$ cat src/rtl/sh7604_dreq_target.sv
// sh7604_dreq_target: SH7604 DMAC slave with DREQ pacing, wait-state beats and source/sink FIFOs
module sh7604_dreq_target #(
  parameter logic [31:0] BASE = 32'h0000_0000,
  parameter int DEPTH = 8,
  parameter int WAIT_CYC = 2
) (
  input  logic        CLK,
  input  logic        RST,
  input  logic        CE,
  input  logic [31:0] BUS_A,
  input  logic [31:0] BUS_DI,
  output logic [31:0] BUS_DO,
  input  logic [3:0]  BUS_BA,
  input  logic        BUS_WE,
  input  logic        BUS_REQ,
  input  logic        BUS_BURST,
  output logic        BUS_WAIT,
  output logic        DREQ,
  input  logic        DACK,
  input  logic [31:0] SRC_DATA,
  input  logic        SRC_WR,
  output logic        SRC_FULL,
  output logic [31:0] SNK_DATA,
  input  logic        SNK_RD,
  output logic        SNK_EMPTY
);
  localparam int AW = $clog2(DEPTH);
  localparam int LW = AW + 1;
  typedef enum logic [1:0] {IDLE, WAITING, BURST} state_t;
  state_t st_q, st_d;
  logic [2:0] cnt_q, cnt_d, ctrl_q, ctrl_d;
  logic [AW-1:0] src_rp_q, src_rp_d, src_wp_q, src_wp_d, snk_rp_q, snk_rp_d, snk_wp_q, snk_wp_d;
  logic [LW-1:0] src_lvl_q, src_lvl_d, snk_lvl_q, snk_lvl_d, thr, snk_free;
  logic unf_q, unf_d, ovf_q, ovf_d, gap_q, gap_d;
  logic [31:0] src_mem [DEPTH];
  logic [31:0] snk_mem [DEPTH];
  logic sel, done, rd_data, wr_data, wr_ctrl, clr, src_empty, snk_full;
  logic src_pop, src_push, snk_pop, snk_push;
  logic [1:0] off;
  logic [31:0] lane_mask, stat;
  logic unused_ok;
  assign unused_ok = ^BUS_A[1:0];
  always_comb begin
    sel = BUS_REQ & (BUS_A[31:4] == BASE[31:4]);
    off = BUS_A[3:2];
    BUS_WAIT = sel & ((st_q == IDLE & WAIT_CYC != 0) | (st_q == WAITING & cnt_q != 0));
    done = CE & sel & ~BUS_WAIT;
    rd_data = done & ~BUS_WE & off == 2'd0;
    wr_data = done & BUS_WE & off == 2'd1;
    wr_ctrl = done & BUS_WE & off == 2'd3 & BUS_BA[0];
    clr = wr_ctrl & BUS_DI[3];
    src_empty = src_lvl_q == '0;
    snk_full = snk_lvl_q == LW'(DEPTH);
    src_pop = rd_data & ~src_empty;
    src_push = CE & SRC_WR & (~SRC_FULL | src_pop);
    snk_push = wr_data & ~snk_full;
    snk_pop = CE & SNK_RD & ~SNK_EMPTY;
    lane_mask = {{8{BUS_BA[3]}}, {8{BUS_BA[2]}}, {8{BUS_BA[1]}}, {8{BUS_BA[0]}}};
    // Burst beats stay zero-wait until the master drops its request
    st_d = ~CE ? st_q : ~sel ? IDLE : done ? ((BUS_BURST | st_q == BURST) ? BURST : IDLE) : WAITING;
    // IDLE already spends one stalled cycle, so the counter covers the rest
    cnt_d = ~CE ? cnt_q : st_q == IDLE ? 3'(WAIT_CYC - 1) : cnt_q - 3'(cnt_q != 3'd0);
    src_rp_d = src_rp_q + AW'(src_pop);
    src_wp_d = src_wp_q + AW'(src_push);
    snk_rp_d = snk_rp_q + AW'(snk_pop);
    snk_wp_d = snk_wp_q + AW'(snk_push);
    src_lvl_d = src_lvl_q + LW'(src_push) - LW'(src_pop);
    snk_lvl_d = snk_lvl_q + LW'(snk_push) - LW'(snk_pop);
    ctrl_d = wr_ctrl ? BUS_DI[2:0] : ctrl_q;
    unf_d = (rd_data & src_empty) | (unf_q & ~clr);
    ovf_d = (wr_data & snk_full) | (ovf_q & ~clr);
    gap_d = CE ? (rd_data | wr_data) & DACK : gap_q;
    thr = ctrl_q[2] ? LW'(4) : LW'(1);
    snk_free = LW'(DEPTH) - snk_lvl_q;
    DREQ = ~(ctrl_q[1] & ~gap_q & (ctrl_q[0] ? snk_free >= thr : src_lvl_q >= thr));
    stat = {16'h0, ovf_q, unf_q, 2'b0, 6'(snk_lvl_q), 6'(src_lvl_q)};
    BUS_DO = ~sel ? 32'h0 : off == 2'd0 ? (src_empty ? 32'h0 : src_mem[src_rp_q]) :
             off == 2'd2 ? stat : off == 2'd3 ? {29'h0, ctrl_q} : 32'h0;
    SRC_FULL = src_lvl_q == LW'(DEPTH);
    SNK_EMPTY = snk_lvl_q == '0;
    SNK_DATA = snk_mem[snk_rp_q];
  end
  always_ff @(posedge CLK) begin
    if (RST) begin
      st_q <= IDLE;
      cnt_q <= '0;
      ctrl_q <= '0;
      src_rp_q <= '0;
      src_wp_q <= '0;
      snk_rp_q <= '0;
      snk_wp_q <= '0;
      src_lvl_q <= '0;
      snk_lvl_q <= '0;
      unf_q <= 1'b0;
      ovf_q <= 1'b0;
      gap_q <= 1'b0;
    end else begin
      st_q <= st_d;
      cnt_q <= cnt_d;
      ctrl_q <= ctrl_d;
      src_rp_q <= src_rp_d;
      src_wp_q <= src_wp_d;
      snk_rp_q <= snk_rp_d;
      snk_wp_q <= snk_wp_d;
      src_lvl_q <= src_lvl_d;
      snk_lvl_q <= snk_lvl_d;
      unf_q <= unf_d;
      ovf_q <= ovf_d;
      gap_q <= gap_d;
    end
  end
  always_ff @(posedge CLK) begin
    if (src_push & ~RST) src_mem[src_wp_q] <= SRC_DATA;
    if (snk_push & ~RST) snk_mem[snk_wp_q] <= BUS_DI & lane_mask;
  end
endmodule

$ cat config.mk
export PLATFORM = sky130hd
export DESIGN_NAME = sh7604_dreq_target
export DESIGN_NICKNAME = d
export VERILOG_FILES = /design/src/rtl/sh7604_dreq_target.sv
export SDC_FILE = /design/constraint.sdc
export NUM_CORES = 1
export LEC_CHECK = 0
export CORE_MARGIN = 8
export CORE_UTILIZATION = 52
export DETAILED_ROUTE_END_ITERATION = 10
export PLACE_DENSITY = 0.71
export REMOVE_ABC_BUFFERS = 1
export SYNTH_ARGS = -nofsm -noshare
export SYNTH_HDL_FRONTEND = slang
export SYNTH_SLANG_ARGS = --single-unit
$ cat constraint.sdc
create_clock -name CLK -period 5.6 [get_ports CLK]
set_input_delay 0.84 -clock CLK [delete_from_list [all_inputs] [get_ports CLK]]
set_output_delay 0.84 -clock CLK [all_outputs]
set_load 0.01 [all_outputs]
==> run_results.csv <==
group,metric,value,unit
synthesis,synthTopCellsByArea,"edfxtp_1 71%, mux4_2 13%, dfxtp_1 2.9%",
timing,post-route-min-period,4370,ps
worst_setup_path,crit_top_cell,"clkdlybuf4s50_1",
synthesis,ys_seq_elements,543,
synthesis,syn_inst,1083,
synthesis,avgSynthCellArea,20.0,sq um
global_routing,grt_max_degree,48,
worst_setup_path,cp.required,4760,ps
die,core_area,41600,sq um
global_routing,overflow,0,
final_layout,syn_to_final_growth,19.7,%
cts,clock_latency,590,ps
cts,cts_sinks,543,
synthesis,synth_top_area_share,70.9,%
global_routing,grt_pass1_wl,67.2,mm
job,drv_cap,0,
cts,tritoncts,"built",
routing,post_drt_wl_per_cell,23.4,um
timing,timing.fmax,229,MHz
timing,slew_headroom,29.4,%
worst_setup_path,critPathKind,"in2out",
synthesis,ys.flop_type,"edfxtp_1",
min_path,min_path_cells,2,
routing,antenna_left,0,
timing,rsz0062_at_grt,"no",
timing,fin_skew,19.1,ps
global_routing,antenna_found_initial,5,
place,hpwl,25.8,mm
synthesis,ys_seq_area_share,73.8,%
synthesis,async_flop_share,0,%
power,leakagePower,0.00766,uW
routing,vias_per_cell,5.73,
power,ir_drop,0.275,mV
routing,first_pass_iters,5,
routing,wl_met1,18.1,mm
worst_setup_path,crit_path_start,"BUS_A[20]",
routing,drc,0,
final_layout,fin_nets,1435,
cts,numCtsBuffers,54,
routing,wirelength,44.0,mm
min_path,hold_class,"reg2reg",
global_routing,grt_pass1_vias,11399,
worst_setup_path,critPathLaunchType,"input port",
worst_setup_path,crit_arrival,3530,ps
final_layout,final_common_cell,"edfxtp_1",
worst_setup_path,path_buf_inv,2,
synthesis,syn_area,21700,sq um
cts,clkTransAtPathRegs,60,ps
place,io_buffers,174,
cts,cts.path.max_buffers,3,
worst_setup_path,r2r_cells,12,
timing,period_share,78.0,%
timing,worst_pin_slew,1060,ps
timing,drv_slew,0,
power,power,8560,uW
routing,dr.max_layer_used,"met5",
power,power_density,330,nW/um^2
die,initial_core_util,52.1,%
global_routing,grt.total_usage,18.4,%
cts,cts_hold_buf,0,
synthesis,synth_top_cell_by_area,"edfxtp_1",
die,rows,75,
cts,cts_setup_buffers,0,
synthesis,synth_edf_count,512,
cts,cts_resized,0,
timing,fin_setup_tns,0,ps
place,finalWeightedCongestion,0.743,
worst_setup_path,cp_top_family,"simple AND/OR/NAND/NOR gates",
synthesis,synth_cell_types,54,
outcome,status,"completed",
min_path,hp-start,"gap_q",
worst_setup_path,r2r-start,"cnt_q[2]",
timing,hold_viol,0,
worst_setup_path,crit_path_end_kind,"output pin",
place,pre_cts_ws,1280,ps
synthesis,synth-warning-count,0,
worst_setup_path,worstPathCellList,"clkdlybuf4s50_1 > nor4b_1 > and4_1 > nand2_1 > a21oi_1 > clkdlybuf4s50_1",
timing,setup_viol,0,
routing,drt_iter0_drc,722,
cts,htreeDepth,2,
routing,wl_met2,22.3,mm
routing,route.met3.wl,2.62,mm
final_layout,drive_gt1_share,22.2,%
die,ioPinCount,177,
die,die_y,220,um
worst_setup_path,path_max_fanout,11,
worst_setup_path,cp.depth,6,
routing,vias,10774,
die,die_w,220,um
worst_setup_path,cp_slowest_stage_delay,610,ps
timing,fin_ws,1230,ps
die,dieArea,48500,sq um
cts,cts_root_buf,"clkbuf_16",
worst_setup_path,slowest_stage,"clkdlybuf4s50_1",
final_layout,final_cell_mix,"512 x edfxtp_1, 174 x clkdlybuf4s50_1, 128 x mux4_2",
stage by stage:
stage	hold WS, ps	utilization (%)	instances	instance area, sq um
after floorplan	434	-	1031	21500
after global placement	452	58.4	1779	24300
after detailed placement	461	58.4	1779	24300
after CTS	472	62.4	1878	25900
after global routing	489	62.4	1879	25900
final	477	62.4	1880	25900
worst paths after layout:
check,end,slack [ps]
worst max-delay path,BUS_DO[14],1230
worst min-delay path,gap_q,480
worst max register to register,snk_lvl_q[2],2560
worst min register to register,gap_q,480
state kept, by name, summed over array words and instances, names as in the netlist, 2 cells and up:
| name | cells |
|---|---|
| st_q | 2 |
| snk_wp_q | 3 |
| ctrl_q | 3 |
| snk_rp_q | 3 |
| src_mem | 256 |
| src_rp_q | 3 |
| cnt_q | 3 |
| src_lvl_q | 4 |
| src_wp_q | 3 |
| snk_lvl_q | 4 |
| snk_mem | 256 |
worst reg2reg max path: stages (launching register included):
cell	delay, ps
dfxtp_1	350
or4b_4	590
nand2_2	160
nand4_1	160
buf_4	230
or2_1	240
ha_1	270
inv_1	70
ha_1	150
inv_1	60
fa_1	420
xnor2_1	180
nor2_1	60
routing by layer:
layer / GRT usage, % / vias to the layer above
met1: 23.4 / 5611
met5: 0 / -
met2: 31.7 / 251
met3: 3.96 / 68
li1: - / 4838
met4: 5.37 / 6
cells in the mapped netlist (3+ instances only):
master    instances
buf_2            18
nand4_1          10
o31ai_1           3
a21oi_1          20
xnor2_1          10
mux4_2          128
ha_1             28
edfxtp_1        512
or3_1             4
and4_1            3
nor2b_1          16
nor3_1           10
nor2_1           50
clkbuf_1         29
a22oi_1          10
and2_1           33
nor4_1           11
mux2_2           33
o21ai_0           4
o22ai_1           3
dfxtp_1          31
inv_1            21
nand3_1           5
nand2b_1          5
buf_1             3
mux2i_1          23
nand2_1          26
report_power, final:
group          leakage, uW  switching (uW)  internal [uW]
Combinational      0.00229             281            356
Clock             0.000808            1430           1940
Sequential         0.00457            70.1           4480
kinds of logic after synthesis:
kind of cell             share of synthesized area (%)
AO/OA/AOI/OAI                                     1.73
XOR/XNOR                                         0.444
adder cells (fa/ha/maj)                           1.80
buffers and inverters                             1.39
flip-flops                                        73.8
multiplexers                                      16.1
AND/OR/NAND/NOR                                   4.76
area by class of cell:
cell class                      count  area [sq um]
Inverter                           21          78.8
Clock inverter                     26           178
Multi-Input combinational cell    467          5480
Tap cell                          539           674
Clock buffer                       73          1490
Fill cell                        2915         15600
Antenna cell                        2          5.00
Timing Repair Buffer              209          2030
Sequential cell                   543         16000
Power figures use the tool's default switching activity.
